<file path="config.mk">
export PLATFORM = sky130hd
export DESIGN_NAME = regbank_wb_arbiter
export DESIGN_NICKNAME = d
export VERILOG_FILES = /design/src/rtl/mips_pkg.sv /design/src/rtl/wb_queue.sv /design/src/rtl/regbank_wb_arbiter.sv
export SDC_FILE = /design/constraint.sdc
export NUM_CORES = 1
export LEC_CHECK = 0
export CORE_ASPECT_RATIO = 0.9
export CORE_MARGIN = 2
export CORE_UTILIZATION = 54
export DETAILED_ROUTE_END_ITERATION = 6
export HOLD_SLACK_MARGIN = 0.15
export PLACE_DENSITY_LB_ADDON = 0.08
export SETUP_SLACK_MARGIN = 0.02
export SYNTH_ARGS = -nofsm -noshare
export SYNTH_HDL_FRONTEND = slang
export SYNTH_SLANG_ARGS = --single-unit
</file>
<file path="constraint.sdc">
create_clock -name clk -period 4.4 [get_ports clk]
set_input_delay 0.44 -clock clk [delete_from_list [all_inputs] [get_ports clk]]
set_output_delay 0.44 -clock clk [all_outputs]
set_load 0.05 [all_outputs]
</file>
<file path="src/rtl/mips_pkg.sv">
`default_nettype none
// ============================================================================
//  Module   : mips_pkg
//  Purpose  : Shared types and constants for the MIPS register-bank
//             write-back path.
//  Contents : reg_idx_t / word_t basic types, REG_ZERO, the write-back queue
//             entry layout, and the arbiter's issue-source selector.
//  Revision : 1.0 - initial release
// ============================================================================
package mips_pkg;

  typedef logic [4:0]  reg_idx_t;
  typedef logic [31:0] word_t;

  // Register 0 is hard-wired to zero; writes to it are discarded.
  localparam reg_idx_t REG_ZERO = 5'd0;

  // One queued multicycle result. 'kill' marks an entry superseded by a
  // younger pipeline write to the same register (field 'rd' holds the index
  // because 'reg' is a reserved word).
  typedef struct packed {
    reg_idx_t rd;
    word_t    data;
    logic     kill;
  } wbq_entry_t;

  // Which source the arbiter serves in a given cycle.
  typedef enum logic [1:0] {
    SRC_NONE  = 2'd0,  // nothing to do
    SRC_WB    = 2'd1,  // pipeline WB stage write
    SRC_QUEUE = 2'd2,  // live queue head write
    SRC_DROP  = 2'd3   // killed queue head, discarded without a bank write
  } wb_src_e;

endpackage : mips_pkg
`default_nettype wire

</file>
<file path="src/rtl/wb_queue.sv">
`default_nettype none
// ============================================================================
//  Module   : wb_queue
//  Purpose  : DEPTH-entry circular buffer holding multicycle results until
//             the bank write port is free.
//  Ports    : push_i/push_reg_i/push_data_i  - enqueue at tail
//             pop_i                          - drop head
//             head_*_o                       - head entry contents
//             kill_en_i/kill_reg_i           - mark live entries for a reg
//             chk_reg{1,2}_i / chk_hit{1,2}_o - live-entry lookup
//             full_o/empty_o/count_o         - occupancy
//  Revision : 1.0 - initial release
// ============================================================================
module wb_queue
  import mips_pkg::*;
#(
  parameter int DEPTH = 4,
  parameter int AW    = 5,
  parameter int DW    = 32,
  localparam int PW   = $clog2(DEPTH),
  localparam int CW   = PW + 1
) (
  input  logic          clk,
  input  logic          rst,
  input  logic          push_i,
  input  logic [AW-1:0] push_reg_i,
  input  logic [DW-1:0] push_data_i,
  input  logic          pop_i,
  input  logic          kill_en_i,
  input  logic [AW-1:0] kill_reg_i,
  input  logic [AW-1:0] chk_reg1_i,
  input  logic [AW-1:0] chk_reg2_i,
  output logic          chk_hit1_o,
  output logic          chk_hit2_o,
  output logic [AW-1:0] head_reg_o,
  output logic [DW-1:0] head_data_o,
  output logic          head_kill_o,
  output logic          full_o,
  output logic          empty_o,
  output logic [CW-1:0] count_o
);

  localparam logic [CW-1:0] C_DEPTH = CW'(DEPTH);
  localparam logic [AW-1:0] C_ZERO  = AW'(REG_ZERO);

  logic [AW-1:0]    reg_q   [DEPTH];
  logic [DW-1:0]    data_q  [DEPTH];
  logic [DEPTH-1:0] valid_q;
  logic [DEPTH-1:0] kill_q;
  logic [CW-1:0]    wr_ptr_q;
  logic [CW-1:0]    rd_ptr_q;

  logic [PW-1:0] w_wr_idx;
  logic [PW-1:0] w_rd_idx;

  assign w_wr_idx = wr_ptr_q[PW-1:0];
  assign w_rd_idx = rd_ptr_q[PW-1:0];

  // Extra pointer MSB distinguishes full (MSBs differ) from empty.
  assign count_o = wr_ptr_q - rd_ptr_q;
  assign empty_o = (wr_ptr_q == rd_ptr_q);
  assign full_o  = (wr_ptr_q[PW] != rd_ptr_q[PW]) && (w_wr_idx == w_rd_idx);

  assign head_reg_o  = reg_q[w_rd_idx];
  assign head_data_o = data_q[w_rd_idx];
  assign head_kill_o = kill_q[w_rd_idx];

  // Control state. Statement order matters: the kill sweep runs first, then
  // pop, then push, so an entry written this cycle always starts un-killed
  // (it is younger than the pipeline write doing the kill), and a push into
  // the slot being popped leaves that slot valid.
  always_ff @(posedge clk or posedge rst) begin
    if (rst) begin
      valid_q  <= '0;
      kill_q   <= '0;
      wr_ptr_q <= '0;
      rd_ptr_q <= '0;
    end else begin
      if (kill_en_i) begin
        for (int i = 0; i < DEPTH; i++) begin
          if (valid_q[i] && (reg_q[i] == kill_reg_i)) begin
            kill_q[i] <= 1'b1;
          end
        end
      end
      if (pop_i) begin
        valid_q[w_rd_idx] <= 1'b0;
        kill_q[w_rd_idx]  <= 1'b0;
        rd_ptr_q          <= rd_ptr_q + CW'(1);
      end
      if (push_i) begin
        valid_q[w_wr_idx] <= 1'b1;
        kill_q[w_wr_idx]  <= 1'b0;
        wr_ptr_q          <= wr_ptr_q + CW'(1);
      end
    end
  end

  // Payload storage needs no reset: it is only observed through valid_q.
  always_ff @(posedge clk) begin
    if (push_i) begin
      reg_q[w_wr_idx]  <= push_reg_i;
      data_q[w_wr_idx] <= push_data_i;
    end
  end

  // Hazard lookup over live (valid, not killed) entries; r0 never hits.
  always_comb begin
    chk_hit1_o = 1'b0;
    chk_hit2_o = 1'b0;
    for (int i = 0; i < DEPTH; i++) begin
      if (valid_q[i] && !kill_q[i]) begin
        if (reg_q[i] == chk_reg1_i) chk_hit1_o = 1'b1;
        if (reg_q[i] == chk_reg2_i) chk_hit2_o = 1'b1;
      end
    end
    if (chk_reg1_i == C_ZERO) chk_hit1_o = 1'b0;
    if (chk_reg2_i == C_ZERO) chk_hit2_o = 1'b0;
  end

  a_no_push_when_full : assert property (@(posedge clk) disable iff (rst)
    !(push_i && full_o));
  a_no_pop_when_empty : assert property (@(posedge clk) disable iff (rst)
    !(pop_i && empty_o));
  a_count_in_range : assert property (@(posedge clk) disable iff (rst)
    count_o <= C_DEPTH);

endmodule : wb_queue
`default_nettype wire

</file>
<file path="src/rtl/regbank_wb_arbiter.sv">
`default_nettype none
// ============================================================================
//  Module   : regbank_wb_arbiter
//  Purpose  : Single producer of the register bank write port. Merges the
//             in-order WB stage (fixed priority, never stalled) with
//             multicycle results (valid/ready, buffered in wb_queue).
//  Ports    : wb_valid/wb_reg/wb_data       - pipeline write request
//             mc_valid/mc_reg/mc_data/mc_ready - multicycle handshake
//             chk_reg{1,2}/chk_hit{1,2}     - decode hazard lookup
//             RegWrite/WriteReg/WriteData   - registered bank write port
//             done                          - registered "nothing outstanding"
//             pending                       - queue occupancy incl. killed
//  Revision : 1.0 - initial release
// ============================================================================
module regbank_wb_arbiter
  import mips_pkg::*;
#(
  parameter int DEPTH = 4,
  parameter int AW    = 5,
  parameter int DW    = 32,
  localparam int CW   = $clog2(DEPTH) + 1
) (
  input  logic          clk,
  input  logic          rst,
  input  logic          wb_valid,
  input  logic [AW-1:0] wb_reg,
  input  logic [DW-1:0] wb_data,
  input  logic          mc_valid,
  input  logic [AW-1:0] mc_reg,
  input  logic [DW-1:0] mc_data,
  output logic          mc_ready,
  input  logic [AW-1:0] chk_reg1,
  input  logic [AW-1:0] chk_reg2,
  output logic          chk_hit1,
  output logic          chk_hit2,
  output logic          RegWrite,
  output logic [AW-1:0] WriteReg,
  output logic [DW-1:0] WriteData,
  output logic          done,
  output logic [CW-1:0] pending
);

  localparam logic [AW-1:0] C_ZERO = AW'(REG_ZERO);

  logic          q_full;
  logic          q_empty;
  logic [CW-1:0] q_count;
  logic [AW-1:0] q_head_reg;
  logic [DW-1:0] q_head_data;
  logic          q_head_kill;

  wb_src_e       src;
  logic          q_push;
  logic          q_pop;
  logic          kill_en;
  logic [CW-1:0] count_next;

  logic          RegWrite_q,  RegWrite_d;
  logic [AW-1:0] WriteReg_q,  WriteReg_d;
  logic [DW-1:0] WriteData_q, WriteData_d;
  logic          done_q,      done_d;

  // Readiness is purely a function of occupancy so the producer never sees
  // a combinational path from its own valid back to ready.
  assign mc_ready = !q_full;

  // An r0 result still completes its handshake but is not stored.
  assign q_push = mc_valid && !q_full && (mc_reg != C_ZERO);

  // Issue selection. An r0 pipeline request is not an issue, which leaves
  // the port free for the queue that cycle.
  always_comb begin
    src = SRC_NONE;
    if (wb_valid && (wb_reg != C_ZERO)) begin
      src = SRC_WB;
    end else if (!q_empty) begin
      src = q_head_kill ? SRC_DROP : SRC_QUEUE;
    end
  end

  assign q_pop   = (src == SRC_QUEUE) || (src == SRC_DROP);
  // The pipeline write is younger than anything already queued for the same
  // register, so those queued writes must never reach the bank.
  assign kill_en = (src == SRC_WB);

  wb_queue #(
    .DEPTH (DEPTH),
    .AW    (AW),
    .DW    (DW)
  ) u_queue (
    .clk         (clk),
    .rst         (rst),
    .push_i      (q_push),
    .push_reg_i  (mc_reg),
    .push_data_i (mc_data),
    .pop_i       (q_pop),
    .kill_en_i   (kill_en),
    .kill_reg_i  (wb_reg),
    .chk_reg1_i  (chk_reg1),
    .chk_reg2_i  (chk_reg2),
    .chk_hit1_o  (chk_hit1),
    .chk_hit2_o  (chk_hit2),
    .head_reg_o  (q_head_reg),
    .head_data_o (q_head_data),
    .head_kill_o (q_head_kill),
    .full_o      (q_full),
    .empty_o     (q_empty),
    .count_o     (q_count)
  );

  assign count_next = q_count + CW'(q_push) - CW'(q_pop);

  // Write port next state; index/data hold when nothing is written.
  always_comb begin
    RegWrite_d  = 1'b0;
    WriteReg_d  = WriteReg_q;
    WriteData_d = WriteData_q;
    case (src)
      SRC_WB: begin
        RegWrite_d  = 1'b1;
        WriteReg_d  = wb_reg;
        WriteData_d = wb_data;
      end
      SRC_QUEUE: begin
        RegWrite_d  = 1'b1;
        WriteReg_d  = q_head_reg;
        WriteData_d = q_head_data;
      end
      default: ;
    endcase
    done_d = (count_next == '0) && !q_push && !RegWrite_d;
  end

  always_ff @(posedge clk or posedge rst) begin
    if (rst) begin
      RegWrite_q  <= 1'b0;
      WriteReg_q  <= '0;
      WriteData_q <= '0;
      done_q      <= 1'b1;
    end else begin
      RegWrite_q  <= RegWrite_d;
      WriteReg_q  <= WriteReg_d;
      WriteData_q <= WriteData_d;
      done_q      <= done_d;
    end
  end

  assign RegWrite  = RegWrite_q;
  assign WriteReg  = WriteReg_q;
  assign WriteData = WriteData_q;
  assign done      = done_q;
  assign pending   = q_count;

endmodule : regbank_wb_arbiter
`default_nettype wire

</file>
### After elaboration in Yosys (flattened, before gate mapping)

Memory sizes are Yosys's and may differ from the RTL's.
Cells that the tools add are included.

* latch bits: 0
* output and inout port bits: 45
* logic and storage cells: 115
* memories kept: 2
* register bits: 53
* input port bits: 88
* bits in writable memories: 148
* memory bits (read-only): 0

Memory list
* u_queue.data_q: words 4, bits a word 32, read ports 1, clocked after memory_dff 0, write ports 1, RTL line wb_queue.sv:47 `logic [DW-1:0] data_q [DEPTH];`
* u_queue.reg_q: words 4, bits a word 5, read ports 5, clocked after memory_dff 0, write ports 1, RTL line wb_queue.sv:46 `logic [AW-1:0] reg_q [DEPTH];`

* $mul: 0
* div/mod/pow operators: 0
* order comparisons: 4
* shift operators: 0
* equal/unequal tests: 18
* bitwise operators: 6
* reduce and logical (&&, ||, !) cells: 31
* mux-type cells: 41
* add/subtract/negate cells: 5

Operators by type and width (count)
* 32-bit case mux with 2 select lines: 1
* 5-bit equality test: 12
* 1-bit 2-to-1 mux: 29
* 4-bit 2-to-1 mux: 5
* 1-bit logical AND: 16
* 4-bit bitwise AND: 3
* 5-bit logical NOT: 2
* 5-bit case mux with 2 select lines: 1
* 5-bit nonzero test: 2
* 4-bit NOT: 2
* 1-bit logical NOT: 7
* 3-bit by 1-bit adder with 3-bit output, second input constant: 2
* 2-bit by 3-bit less-than comparator with 1-bit output, second input constant: 2
* 1-bit demux with 2-bit select: 2
* 2-bit equality test, second input constant: 2
* 2-bit by 1-bit greater-or-equal comparator with 1-bit output, second input constant: 2
* 2-bit 2-to-1 mux: 2
* 4-bit bitwise OR: 1
* 3-bit by 1-bit adder with 3-bit output: 1
* 3-bit equality test: 1
* 3-bit logical NOT: 1
* 3-bit by 1-bit subtractor with 3-bit output: 1
* 3-bit subtractor: 1
* 1-bit binary-select mux with 2-bit select: 1
* 6 further kinds: 6

### Depth between registers and ports, before layout

* word-level depth: 11
* depth in mapped cells: 15
* depth with buffers taken out: 11

### By module

From an unflattened synthesis, not the netlist that was laid out.

* cells, all modules: 551
* area total of the unflattened synthesis: 8795.9 µm²

By module, submodules not included
* wb_queue: times used 1, seq. area each 4794.6 µm², cells an instance 364, area each 6862.8 µm²
* regbank_wb_arbiter: times used 1, seq. area each 977.2 µm², cells an instance 187, area each 1933.1 µm²

### Least setup slack after synthesis

Ideal clock, no wire load.

* path type: reg2reg
* from: register u_queue.rd_ptr_q[1]
* to: memory u_queue.data_q[3][0], enable pin
* required time: 3989 ps
* buffers on the path: 4
* path slack: 444 ps
* library setup time: 411 ps
* clock period less this slack: 3956 ps
* cell stages (with the launch flop): 10
* arrival: 3545 ps
* cells stage by stage: dfrtp_1 -> buf_2 -> buf_1 -> inv_1 -> ha_1 -> nand3_1 -> o311a_1 -> buf_2 -> and2_1 -> clkbuf_1

* longest elaborated chain between the ends: 7

RTL lines
* from (decl): RTL line wb_queue.sv:51 `logic [CW-1:0] rd_ptr_q;`
* from (signal assigned): RTL line wb_queue.sv:89 `rd_ptr_q <= rd_ptr_q + CW'(1);`
* 2-bit equality test: RTL line wb_queue.sv:62 `assign full_o = (wr_ptr_q[PW] != rd_ptr_q[PW]) && (w_wr_idx == w_rd_idx);`
* 1-bit logical AND: RTL line wb_queue.sv:62
* 1-bit logical NOT
* via mc_ready: RTL line regbank_wb_arbiter.sv:31 `output logic mc_ready,`
* 1-bit logical AND (2 in a row): RTL line regbank_wb_arbiter.sv:68 `assign q_push = mc_valid && !q_full && (mc_reg != C_ZERO);`
* 1-bit 2-to-1 mux: RTL line wb_queue.sv:101 `if (push_i) begin`
* 1-bit 2-to-1 mux (not written as such): RTL line wb_queue.sv:103 `data_q[w_wr_idx] <= push_data_i;`
* to (decl): RTL line wb_queue.sv:47

The timed path passes the listed nets, and every way through them passes these cells.

### Worst setup path in the final report

* from: input wb_reg[3]
* to: register WriteData_q[15], in the netlist WriteData[15]

* longest elaborated chain between the ends: 5
* elaborated cells on any way between the ends: 7
* classes of those cells: 2 x eq/ne; 2 x mux; 3 x reduce/logical

RTL lines
* from (decl): RTL line regbank_wb_arbiter.sv:26 `input logic [AW-1:0] wb_reg,`
* 5-bit nonzero test *: RTL line regbank_wb_arbiter.sv:74 `if (wb_valid && (wb_reg != C_ZERO)) begin`
* 1-bit logical AND *: RTL line regbank_wb_arbiter.sv:74
* 2-bit 2-to-1 mux *: RTL line regbank_wb_arbiter.sv:74
* 2-bit equality test or 2-bit by 1-bit equality test with 1-bit output (tied branches): RTL line regbank_wb_arbiter.sv:118 `case (src)`
* 32-bit case mux with 2 select lines or 2-bit nonzero test (tied branches)
* to (signal assigned): RTL line regbank_wb_arbiter.sv:143 `WriteData_q <= WriteData_d;`
* to (decl): RTL line regbank_wb_arbiter.sv:60 `logic [DW-1:0] WriteData_q, WriteData_d;`

Every way passes the cells marked *; elsewhere a longest branch is shown, timed or not.
A chain may end at the register's enable or synchronous reset.

==> results.rst <==
.. list-table::
   :header-rows: 1

   * - Metric
     - Value
   * - Result of the run
     - finished, final reports clean
   * - Vias after detailed routing
     - 5076
   * - Power density cells
     - 723 nW/µm²
   * - Area of the core region
     - 16000 µm²
   * - Reg-to-reg critical path endpoint
     - WriteData[15]$_DFFE_PP0N_
   * - Total wire length after detailed routing
     - approximately 19 mm
   * - Total Neg Setup Slack
     - 0 ps
   * - Total internal power
     - roughly 5 mW
   * - Root buffer cell
     - clkbuf_16
   * - Detailed router's first-iteration violation count
     - 277
   * - Final worst hold slack
     - 448 ps
   * - Worst setup skew after layout
     - 13.5 ps
   * - Critical path peak fanout
     - 46
   * - Category of the critical setup timing path
     - in2reg
   * - Final Max Tran Viols
     - 0
   * - Final antenna diode count
     - 0
   * - Vert. Die Dim
     - 125 µm
   * - CTS clk-pin slew, worst paths
     - 60 ps
   * - Global-route wire length before repair
     - 30.0 mm
   * - Critical Path End
     - WriteData[15]$_DFFE_PP0N_
   * - Clk pwr share
     - 0.211
   * - Critical Path Stages
     - 10
   * - Wirelength per Cell
     - 21.1 µm
   * - TritonCTS clock tree
     - built
   * - Gate Count Post-Synth
     - ~560
   * - Clock network latency to the later pin of the worst-skew pair
     - 500 ps
   * - Cts hold-fix bufs
     - 0
   * - Total placed instance area
     - 10300 µm²
   * - Initial Utilization
     - 0.547
   * - Unrepaired setup endpoints after global routing
     - no
   * - Register-to-register setup slack
     - between 1000 and 1500 ps
   * - Clock buffer count from CTS
     - 21
   * - Buffers on Ports
     - 132
   * - DP Wirelength
     - 12.2 mm
   * - ANT nets after route
     - 0
   * - Number of nets produced by synthesis
     - 661
   * - Slowest cell on crit path
     - or4_1
   * - Maximum clock rate
     - 309 MHz
   * - Buf/Inv on CP
     - 4
   * - Final instance area
     - 10900 µm²
   * - Number of H-tree levels
     - 1
   * - Layout cell share with drive strength beyond 1
     - 0.133
   * - IO Count
     - 133
   * - Max cap viols
     - 0
   * - Remaining design rule violation count
     - 0
   * - Startpoint of the worst-slack reg-to-reg timing path
     - u_queue.rd_ptr_q[1]$_DFFE_PP0N_
   * - CP startpoint kind
     - input port
   * - Ys Warns
     - 0
   * - Number of hold-slack violations in the final timing report
     - 0
   * - Die span in x
     - 138 µm
   * - Req. time, crit path
     - roughly 4800 ps
   * - Post-synthesis sequential element count
     - ~200
   * - Total Power Consumption
     - approximately 7.9 mW
   * - CP delay by family, top
     - buffers and inverters
   * - Number of standard-cell rows in the floorplan
     - 44
   * - Share of total power consumed by net switching
     - 0.379
   * - Share of total power in combinational logic
     - 0.420
   * - Final cell utilization of the core
     - 0.682
   * - Post-synthesis cell area
     - roughly 9000 µm²
   * - Setup Fix Bufs, Post-CTS
     - 0
   * - Endpoint type of the worst setup path
     - register
   * - Pin count of the biggest net entering global routing
     - 54
   * - Worst vdd ir
     - 0.466 mV
   * - Sequential cell area fraction in the yosys report
     - 0.659
   * - Worst slew pin tran
     - 1110 ps
   * - Post-synth EDFFs
     - 148
   * - Yosys cell types
     - 40
   * - Slew HR
     - 0.260
   * - Number of resized instances in the post-cts repair step
     - 0
   * - Count of TritonRoute iterations in the first routing pass
     - 4
   * - Post-layout min period
     - ~3200 ps
   * - Final setup vio count
     - 0
   * - Aggregate global routing overflow
     - 0
   * - Die area
     - 17300 µm²
   * - Maximum clock path buffer count
     - 3
   * - Via count of the first global-routing pass
     - 5420
   * - Worst-path cell chain
     - clkdlybuf4s50_1, or4_1, o21a_1, nor2_2, inv_1, ha_1, inv_2, buf_12, nor2_1, a21oi_1
   * - Sink count of the clock tree
     - 201
   * - Ys flop type
     - edfxtp_1
   * - Cell depth of the worst flop-to-flop path
     - 11
   * - Final Wtd Congestion
     - 0.862
   * - Asr flop ratio synth
     - 0.264
   * - Antenna violations before repair
     - 2
   * - Average via count per standard cell
     - 5.60
   * - Critical path startpoint
     - wb_reg[3]
   * - Part of the total power dissipated in sequential elements
     - 0.369
   * - Filler cells
     - 1095
   * - HP Class
     - in2async
   * - Largest stage delay, worst path
     - roughly 600 ps
   * - Overall Global Routing Usage
     - 0.225
   * - Period utilisation layout
     - 0.735
   * - Average instance area after synthesis
     - 15.7 µm²
   * - Arrival time worst endpoint
     - 3640 ps
   * - Final layout net count
     - 787
   * - P_leak
     - 3.87 nW
   * - Synth-to-Final Area Change
     - 24.7%
   * - Net switching power
     - 3.00 mW
-- worst register-to-register path: stages (launching register included) --
cell and delay, ps:
dfrtp_2 640, inv_1 170, ha_1 340, nand2_1 80, nor2_1 60, nor2_2 430
inv_1 100, ha_1 320, inv_2 450, buf_12 290, nor2_1 100, a21oi_1 130
-- cell usage in the layout (no fill, tap or decap), types with 4 or more instances in the layout --
cell               n
a21o_1             4
xor2_1            24
ha_1              12
and2_2             4
mux2i_1           37
dfrtp_1           50
nor4_1             6
nor2_1            40
nand2_1            7
a21oi_1           41
buf_4              7
clkinv_2           6
nor3_1            11
edfxtp_1         148
nand4_1            8
mux4_2            38
xnor2_1           39
clkbuf_16         21
inv_1             15
clkdlybuf4s50_1  132
nand2b_1           4
-- power by group through the flow --
stage	clock, mW	combinational [mW]	sequential, mW
4_1_cts	1.70	3.37	2.92
6_report	1.67	3.32	2.92
3_3_place_gp	0	3.31	2.92
2_1_floorplan	0	1.77	3.47
5_1_grt	1.77	3.56	2.97
3_5_place_dp	0	3.35	2.95
-- how the worst min path moves through the flow --
stage | depth (start not counted) | endpoint | startpoint
after CTS | 3 | WriteData[4]$_DFFE_PP0N_ | rst
after floorplan | 1 | u_queue.wr_ptr_q[2]$_DFFE_PP0P_ | u_queue.wr_ptr_q[2]$_DFFE_PP0P_
after global routing | 3 | WriteData[4]$_DFFE_PP0N_ | rst
final | 3 | WriteData[4]$_DFFE_PP0N_ | rst
after detailed placement | 1 | u_queue.wr_ptr_q[2]$_DFFE_PP0P_ | u_queue.wr_ptr_q[2]$_DFFE_PP0P_
after global placement | 1 | u_queue.wr_ptr_q[2]$_DFFE_PP0P_ | u_queue.wr_ptr_q[2]$_DFFE_PP0P_
-- layout make-up --
class | instances | area [µm²] | share of cell area
multi-input cells | 302 | 2770 | 0.253
inverters | 17 | 63.8 | 0.00584
well taps | 207 | 259 | 0.0237
clock inverters | 12 | 92.6 | 0.00847
clock buffers | 26 | 564 | 0.0516
repair buffers | 141 | 1410 | 0.129
flip-flops and latches | 201 | 5770 | 0.528
-- through the flow --
| step | setup slack, ps | cells |
|---|---|---|
| floorplan | 444 | 558 |
| global placement | 840 | 868 |
| detailed placement | 696 | 868 |
| CTS | 1190 | 906 |
| global route | 994 | 906 |
| finish | 1170 | 906 |
-- kinds of logic (layout without fill, tap and decap cells) --
logic type	Yosys count	after routing	share of synthesized area
mux	75	75	0.140
fa+ha+maj	15	15	0.0231
simple gates	91	91	0.0504
flops	201	201	0.659
compound gates	58	58	0.0383
xor+xnor	63	63	0.0630
buf+inv	55	196	0.0268
-- flip-flops by register name (all words and copies together) (netlist names) --
name              count
u_queue.rd_ptr_q      3
WriteReg              5
u_queue.valid_q       4
done                  1
u_queue.wr_ptr_q      3
RegWrite              1
u_queue.data_q      128
u_queue.reg_q        20
u_queue.kill_q        4
WriteData            32
-- Yosys cell counts (2+ instances only) --
cell | count | area, µm²
edfxtp_1 | 148 | 4440
dfrtp_1 | 52 | 1300
a21oi_1 | 41 | 205
nor2_1 | 40 | 150
xnor2_1 | 39 | 342
mux4_2 | 38 | 856
mux2i_1 | 37 | 370
xor2_1 | 24 | 210
clkbuf_1 | 23 | 86.3
inv_1 | 17 | 63.8
ha_1 | 13 | 163
nor3_1 | 11 | 55.1
buf_2 | 8 | 40.0
nand4_1 | 8 | 50.1
nand2_1 | 7 | 26.3
nor4_1 | 6 | 37.5
a21o_1 | 4 | 30.0
and2_1 | 4 | 25.0
buf_1 | 4 | 15.0
nand2b_1 | 4 | 25.0
nor3b_1 | 3 | 22.5
a222oi_1 | 2 | 20.0
a41oi_1 | 2 | 17.5
buf_6 | 2 | 22.5
fa_1 | 2 | 40.0
o211ai_1 | 2 | 15.0
o21ai_0 | 2 | 10.0
o22ai_1 | 2 | 12.5
or3_1 | 2 | 12.5
-- metal layers --
layer / track usage / wire length, µm / vias up
li1: - / - / 2335
met1: 0.296 / 8130 / 2540
met2: 0.382 / 9480 / 165
met3: 0.0496 / 1100 / 36
met4: 0.0672 / 433 / 0
met5: 0 / 0 / -
No activity file was read; power rests on OpenSTA's default activity.
